--- config.mk ---
export PLATFORM = sky130hd
export DESIGN_NAME = demux_reg
export DESIGN_NICKNAME = d
export VERILOG_FILES = /design/src/rtl/demux_pkg.sv /design/src/rtl/demux_slot.sv /design/src/rtl/demux_reg.sv
export SDC_FILE = /design/constraint.sdc
export NUM_CORES = 1
export LEC_CHECK = 0
export ABC_CLOCK_PERIOD_IN_PS = 4400
export CAP_MARGIN = 25
export CORE_MARGIN = 4
export CORE_UTILIZATION = 40
export CTS_CLUSTER_SIZE = 16
export DETAILED_ROUTE_END_ITERATION = 12
export HOLD_SLACK_MARGIN = 0.05
export PLACE_DENSITY = 0.7
export SYNTH_ARGS = -nofsm -noshare
export SYNTH_HDL_FRONTEND = slang
export SYNTH_SLANG_ARGS = --single-unit
--- constraint.sdc ---
create_clock -name clk -period 4.4 [get_ports clk]
set_clock_uncertainty 0.15 [all_clocks]
set_input_delay 0.44 -clock clk [delete_from_list [all_inputs] [get_ports clk]]
set_output_delay 0.44 -clock clk [all_outputs]
set_load 0.02 [all_outputs]
--- src/rtl/demux_pkg.sv ---
// Shared definitions for the two-way registered demultiplexer:
// default widths and the occupancy encoding of each per-destination slot.
package demux_pkg;

    localparam int WIDTH_DEF = 32;
    localparam int CNT_W_DEF = 16;

    typedef enum logic [1:0] {
        EMPTY = 2'd0,
        ONE   = 2'd1,
        FULL  = 2'd2
    } slot_state_e;

endpackage

--- src/rtl/demux_slot.sv ---
// Two-entry FIFO owned by one demux destination. head_r always holds the
// oldest word, so data_out is a plain register and keeps its value once drained.
module demux_slot
    import demux_pkg::*;
#(
    parameter int WIDTH = WIDTH_DEF
) (
    input  logic             clk,
    input  logic             rst_n,
    input  logic             push,
    input  logic [WIDTH-1:0] data_in,
    output logic             full,
    input  logic             pop,
    output logic [WIDTH-1:0] data_out,
    output logic             valid
);

    slot_state_e      state_r;
    slot_state_e      state_nxt_s;
    logic [WIDTH-1:0] head_r;
    logic [WIDTH-1:0] tail_r;
    logic             full_s;
    logic             valid_s;
    logic             push_s;
    logic             pop_s;

    // A full slot refuses pushes even when it drains this cycle.
    assign push_s = push & ~full_s;
    assign pop_s  = pop & valid_s;

    // Occupancy state register.
    always_ff @(posedge clk) begin
        if (!rst_n) begin
            state_r <= EMPTY;
        end else begin
            state_r <= state_nxt_s;
        end
    end

    // Occupancy next-state decode.
    always_comb begin
        state_nxt_s = state_r;
        case (state_r)
            EMPTY: begin
                if (push_s) state_nxt_s = ONE;
                else        state_nxt_s = EMPTY;
            end
            ONE: begin
                if (push_s && !pop_s)      state_nxt_s = FULL;
                else if (!push_s && pop_s) state_nxt_s = EMPTY;
                else                       state_nxt_s = ONE;
            end
            FULL: begin
                if (pop_s) state_nxt_s = ONE;
                else       state_nxt_s = FULL;
            end
            default: state_nxt_s = EMPTY;
        endcase
    end

    // Status flags decoded from the current occupancy.
    always_comb begin
        full_s  = 1'b0;
        valid_s = 1'b0;
        case (state_r)
            EMPTY: begin
                full_s  = 1'b0;
                valid_s = 1'b0;
            end
            ONE: begin
                full_s  = 1'b0;
                valid_s = 1'b1;
            end
            FULL: begin
                full_s  = 1'b1;
                valid_s = 1'b1;
            end
            default: begin
                full_s  = 1'b0;
                valid_s = 1'b0;
            end
        endcase
    end

    // Word storage; a pop from FULL shifts the younger word into the head.
    always_ff @(posedge clk) begin
        if (!rst_n) begin
            head_r <= '0;
            tail_r <= '0;
        end else begin
            case (state_r)
                EMPTY: begin
                    if (push_s) head_r <= data_in;
                end
                ONE: begin
                    if (push_s && pop_s) head_r <= data_in;
                    else if (push_s)     tail_r <= data_in;
                end
                FULL: begin
                    if (pop_s) head_r <= tail_r;
                end
                default: begin
                    head_r <= head_r;
                end
            endcase
        end
    end

    assign data_out = head_r;
    assign valid    = valid_s;
    assign full     = full_s;

endmodule

--- src/rtl/demux_reg.sv ---
// Registered 1-to-2 demultiplexer: routes each input word to destination A or B
// through a private two-entry slot and counts the words accepted per destination.
module demux_reg
    import demux_pkg::*;
#(
    parameter int WIDTH = WIDTH_DEF,
    parameter int CNT_W = CNT_W_DEF
) (
    input  logic             clk,
    input  logic             rst_n,
    input  logic [WIDTH-1:0] in_data,
    input  logic             in_sel,
    input  logic             in_valid,
    output logic             in_ready,
    output logic [WIDTH-1:0] a_data,
    output logic             a_valid,
    input  logic             a_ready,
    output logic [WIDTH-1:0] b_data,
    output logic             b_valid,
    input  logic             b_ready,
    output logic [CNT_W-1:0] a_cnt,
    output logic [CNT_W-1:0] b_cnt
);

    localparam logic [CNT_W-1:0] CNT_INC = {{(CNT_W-1){1'b0}}, 1'b1};

    logic             a_full_s;
    logic             b_full_s;
    logic             in_ready_s;
    logic             a_push_s;
    logic             b_push_s;
    logic [CNT_W-1:0] a_cnt_r;
    logic [CNT_W-1:0] b_cnt_r;

    // Readiness looks only at the selected slot's current occupancy, so the
    // downstream ready never reaches in_ready combinationally.
    always_comb begin
        in_ready_s = 1'b0;
        if (!rst_n) begin
            in_ready_s = 1'b0;
        end else if (in_sel) begin
            in_ready_s = ~b_full_s;
        end else begin
            in_ready_s = ~a_full_s;
        end
    end

    assign a_push_s = in_valid & in_ready_s & ~in_sel;
    assign b_push_s = in_valid & in_ready_s &  in_sel;

    demux_slot #(.WIDTH(WIDTH)) u_slot_a (
        .clk      (clk),
        .rst_n    (rst_n),
        .push     (a_push_s),
        .data_in  (in_data),
        .full     (a_full_s),
        .pop      (a_ready),
        .data_out (a_data),
        .valid    (a_valid)
    );

    demux_slot #(.WIDTH(WIDTH)) u_slot_b (
        .clk      (clk),
        .rst_n    (rst_n),
        .push     (b_push_s),
        .data_in  (in_data),
        .full     (b_full_s),
        .pop      (b_ready),
        .data_out (b_data),
        .valid    (b_valid)
    );

    // Per-destination accepted-word counters, wrapping naturally.
    always_ff @(posedge clk) begin
        if (!rst_n) begin
            a_cnt_r <= '0;
            b_cnt_r <= '0;
        end else begin
            if (a_push_s) a_cnt_r <= a_cnt_r + CNT_INC;
            if (b_push_s) b_cnt_r <= b_cnt_r + CNT_INC;
        end
    end

    assign in_ready = in_ready_s;
    assign a_cnt    = a_cnt_r;
    assign b_cnt    = b_cnt_r;

endmodule
==> flow_summary.yaml, run 1 <==
outcome:
  outcome: "completed"
pwr:
  powerDensity_nw_per_um2: 387
  vdd_drop_max_mv: 0.278
  leakagePower_nw: 3.26
  finalPower_mw: 3.55
logic_synthesis:
  ys_async_sr_fraction: 0
  synth.mux.area_fraction: 0.0964
  synth_compound_area_frac: 0.176
  synth_adder_area_share: 0.0177
  synth_top_family_by_area: "simple AND/OR/NAND/NOR gates"
  synth_flop_cell: "dfxtp_1"
  ys_seq_area_frac: 0.465
  synth.distinct_cells: 42
  synth-simple-area-share: 0.184
  ys_ff_latch: 164
  syn-cell-area_sq_um: 7060
  synth_nets: 839
  yosys_warnings: 0
  synthXorXnorAreaFrac: 0.0198
  synth-edff-count: 0
  avgSynthCellArea_sq_um: 8.93
  synthCells: 791
worst_setup_path:
  critical_path_peak_fanout: 32
  start_kind: "register"
  r2r_cells: 7
  cp_data_required_time_ps: 3810
  worstReg2RegEnd: "u_slot_b.data_out[31]"
  r2r_start: "u_slot_b.state_r[0]"
  reg2reg_slack_ps: 1240
  crit_type: "register to output port"
  worst_ep_arrival_time_ps: 2670
  endpoint_kind: "output port"
timing:
  setup_violations: 0
  setup_tns_ps: 0
  report.final.slew_viol_count: 0
  maxSlewHeadroom: 0.299
  max_freq_ghz: 0.307
  final_hold_viol_count: 0
  rsz0062_at_grt: "false"
  worst_pin_slew_ps: 1050
  post-route-period-util: 0.740
  min_period_ps: 3260
final_layout:
  drive_gt1_frac: 0.137
  syn_to_final_growth_pct: 29.7
  stdcell_area_sq_um: 9160
  final_cells: 1131
  final_common_cell: "nand2_1"
  post-route-util: 0.529
  antenna_cells: 0
  num-nets-final: 941
  final_cell_mix: "nand2_1, dfxtp_1, clkdlybuf4s50_1"
floorplanning:
  core_sq_um: 17300
  io_pins: 137
  fp-row-count: 48
  die_area_sq_um: 19800
  start_util: 0.408
  die_h_um: 141
  die_w_um: 141
clock_tree:
  cts_max_level: 4
  post_cts_resized: 0
  cts_buffers: 17
  cts_setup_buffers: 0
  cts_root_buffer: "clkbuf_16"
  clk_pin_slew_ps: 70
  hold_buffers: 0
  clock_path_buffers: 2
  cts_sinks: 164
  cts_tree: "yes"
  insertion_delay_ps: 420
placement:
  numPlacedInstances: 1099
  hpwl_um: 12000
  gp_congestion: 0.766
  placed_area_sq_um: 8560
  io_buffers: 136
global_routing:
  grt_pass1_vias: 5627
  grt_util_all_layers: 0.191
  grt_max_degree: 93
  grt_overflow: 0
  grt_pass1_wl_um: 30600
  antenna_found_initial: 1
route:
  viasPerCell: 5.29
  drc: 0
  dr_total_vias: 5987
  ant_nets: 0
  firstDrtPassIters: 5
  wire_per_inst_um: 16.7
  wl_um: 18900
  drtIter0Drc: 370
worst_hold_path:
  hp-start: "u_slot_a.tail_r[26]"
  hold_path_end: "u_slot_a.tail_r[26]"
  min_path_cells: 2
  hold_class: "register to register"
flow_run:
  max_cap_viol_count: 0
==> metrics by stage <==
stage	hold WS, ps	setup WS, ps
3_3_place_gp	291	1240
6_report	303	1140
4_1_cts	306	1120
2_1_floorplan	286	2100
3_5_place_dp	297	1190
5_1_grt	321	977
==> flip-flops by register name (all words and copies together), names as in the netlist <==
signal,flops
u_slot_b.tail_r,32
u_slot_b.data_out,32
u_slot_b.state_r,2
b_cnt,16
u_slot_a.state_r,2
a_cnt,16
u_slot_a.tail_r,32
u_slot_a.data_out,32
==> worst max-delay path, cell delays in order, from the launching register on <==
cell and delay (ps):
dfxtp_1 390, inv_1 80, ha_2 280, buf_4 340, nor2b_1 210, a211oi_1 280, clkdlybuf4s50_1 670
==> cell families (layout without fill, tap and decap cells) <==
family / Yosys count / count (layout)
compound gates: 161 / 161
mux: 68 / 68
flops: 164 / 164
xor+xnor: 16 / 16
buf+inv: 71 / 186
simple gates: 301 / 301
fa+ha+maj: 10 / 10
==> per-layer routing <==
metal | share of wire | GRT usage
met5 | 0.00063 | 0
met2 | 0.47 | 0.302
met3 | 0.056 | 0.0461
met4 | 0.012 | 0.0505
met1 | 0.46 | 0.261
==> synth_stat cells (5+ instances only) <==
library cell  instances  area share
inv_1                 8      0.0043
a21oi_1              78       0.055
and3_1                5      0.0044
nand2_1             214        0.11
xnor2_1              10       0.012
buf_2                 7      0.0050
mux2i_1              68       0.096
nor3_1                5      0.0035
nor2_1               25       0.013
nand4_1              10      0.0089
ha_1                 10       0.018
o21ai_0               7      0.0050
clkbuf_1             41       0.022
dfxtp_1             164        0.47
or3_1                 5      0.0044
buf_1                12      0.0064
o221a_2              64        0.10
nand3_1              11      0.0078
xor2_1                6      0.0074
==> power breakdown <==
part / switching (mW) / leakage, nW / total (mW) / internal [mW]
Combinational: 0.237 / 1.64 / 0.455 / 0.217
Sequential: 0.0441 / 1.33 / 1.59 / 1.55
Clock: 0.648 / 0.287 / 1.50 / 0.851
==> how the worst max path moves through the flow <==
stage                                 end  slack, ps           startpoint  cells past startpoint
global route        u_slot_b.data_out[14]        980  u_slot_b.state_r[0]                      7
floorplan                        in_ready       2100  u_slot_a.state_r[0]                      6
global placement    u_slot_b.data_out[16]       1240               in_sel                      6
finish                           in_ready       1140  u_slot_a.state_r[0]                      6
detailed placement  u_slot_b.data_out[31]       1190               in_sel                      6
CTS                              in_ready       1120  u_slot_a.state_r[0]                      6
==> final cells by class <==
cell class	instances	area, sq um
flip-flops and latches	164	3280
multi-input cells	556	3540
well taps	225	282
clock buffers	17	425
inverters	8	31.3
repair buffers	146	1430
fillers	1578	8140
clock inverters	15	166
(Power assumes the default switching activity.)
==> run 2, diff against run 1 <==
--- a/config.mk
+++ b/config.mk
@@ -5,7 +5,7 @@
 export SDC_FILE = /design/constraint.sdc
 export NUM_CORES = 1
 export LEC_CHECK = 0
-export ABC_CLOCK_PERIOD_IN_PS = 4400
+export ABC_CLOCK_PERIOD_IN_PS = 3300
 export CAP_MARGIN = 25
 export CORE_MARGIN = 4
 export CORE_UTILIZATION = 40
==> constraint.sdc (replaced) <==
create_clock -name clk -period 3.3 [get_ports clk]
set_clock_uncertainty 0.15 [all_clocks]
set_input_delay 0.33 -clock clk [delete_from_list [all_inputs] [get_ports clk]]
set_output_delay 0.33 -clock clk [all_outputs]
set_load 0.02 [all_outputs]
==> run 2 against run 1 <==
  * Die area did not move
  * Sequential share of layout area barely moved
  * Utilization barely moved
  * Hold slack got worse by 89 ps
  * Critical endpoint unchanged
  * Largest cell class unchanged
  * Largest power group unchanged
==> flow_summary.yaml, run 2 (synthesized netlist as in run 1, its figures left out) <==
outcome:
  outcome: "completed"
placement:
  hpwl_um: 11800
  gp_congestion: 0.780
  io_buffers: 136
  placed_area_sq_um: 8610
  numPlacedInstances: 1104
  dpl_worst_slack_ps: 634
global_routing:
  antenna_found_initial: 1
  grt_max_degree: 65
  grt_pass1_wl_um: 30400
  grt_overflow: 0
  grt_util_all_layers: 0.189
  grt_pass1_vias: 5711
worst_setup_path:
  critPathLaunch: "u_slot_b.state_r[0]"
  endpoint_kind: "output port"
  worst_ep_arrival_time_ps: 2120
  critical_path_peak_fanout: 16
  crit_type: "register to output port"
  start_kind: "register"
  r2r_start: "u_slot_b.state_r[0]"
  cp_data_required_time_ps: 2820
timing:
  holdWs_ps: 214
  rsz0062_at_grt: "false"
  maxSlewHeadroom: 0.414
  fin_ws_ps: 704
  max_freq_ghz: 0.385
  setup_tns_ps: 0
  worst_pin_slew_ps: 877
  final_hold_viol_count: 0
  report.final.slew_viol_count: 0
  setup_violations: 0
  min_period_ps: 2600
  post-route-period-util: 0.787
final_layout:
  drive_gt1_frac: 0.136
  syn_to_final_growth_pct: 29.7
  stdcell_area_sq_um: 9160
  antenna_cells: 0
  post-route-util: 0.530
  num-nets-final: 946
  final_common_cell: "nand2_1"
  final_cell_mix: "nand2_1, dfxtp_1, clkdlybuf4s50_1"
  final_cells: 1135
floorplanning:
  io_pins: 137
  start_util: 0.408
  die_h_um: 141
  fp-row-count: 48
  core_sq_um: 17300
  die_area_sq_um: 19800
  die_w_um: 141
clock_tree:
  cts_setup_buffers: 0
  cts_max_level: 4
  hold_buffers: 0
  cts_sinks: 164
  cts_root_buffer: "clkbuf_16"
  cts_tree: "yes"
  clk_pin_slew_ps: 60
  post_cts_resized: 0
  clock_path_buffers: 2
  cts_buffers: 17
  insertion_delay_ps: 410
pwr:
  finalPower_mw: 4.60
  powerDensity_nw_per_um2: 502
  leakagePower_nw: 3.26
  vdd_drop_max_mv: 0.353
route:
  dr_total_vias: 5964
  drc: 0
  wl_um: 19100
  ant_nets: 0
  firstDrtPassIters: 4
  wire_per_inst_um: 16.8
  viasPerCell: 5.25
  drtIter0Drc: 351
worst_hold_path:
  hold_class: "input pin to register"
  hp-start: "rst_n"
flow_run:
  max_cap_viol_count: 0
[run 2: cell type report]
class,instances,area [sq um]
clock buffer,23,468
clock inverter,8,77.6
fill,1576,8140
inverter,8,31.3
multi-input combinational,556,3540
sequential,164,3280
tap,225,282
timing repair buffer,151,1480
[run 2: worst paths after layout]
kind / to / slack (ps) / cells past startpoint
max: in_ready / 700 / 4
max reg2reg: u_slot_b.data_out[12] / 750 / 8
min reg2reg: u_slot_a.tail_r[16] / 300 / 2
min: a_cnt[9] / 210 / 3
[run 2: worst max-delay path, cell delays in order, from the launching register on]
cell             delay [ps]
dfxtp_1                 360
inv_1                    80
ha_2                    350
a211oi_1                280
clkdlybuf4s50_1         640
[run 2: metal layers]
metal | vias to the layer above | GRT usage | share of wire
met5 | - | 0 | 0.00068
met1 | 2796 | 0.252 | 0.45
met4 | 2 | 0.0525 | 0.0044
met2 | 161 | 0.313 | 0.48
li1 | 2994 | - | -
met3 | 11 | 0.0380 | 0.068
[run 2: power by group]
part	leakage [nW]	switching [mW]	total, mW	internal (mW)
combinational	1.66	0.321	0.617	0.295
clock	0.263	0.788	1.86	1.08
sequential	1.33	0.0557	2.12	2.07
total	3.26	1.17	4.60	3.44
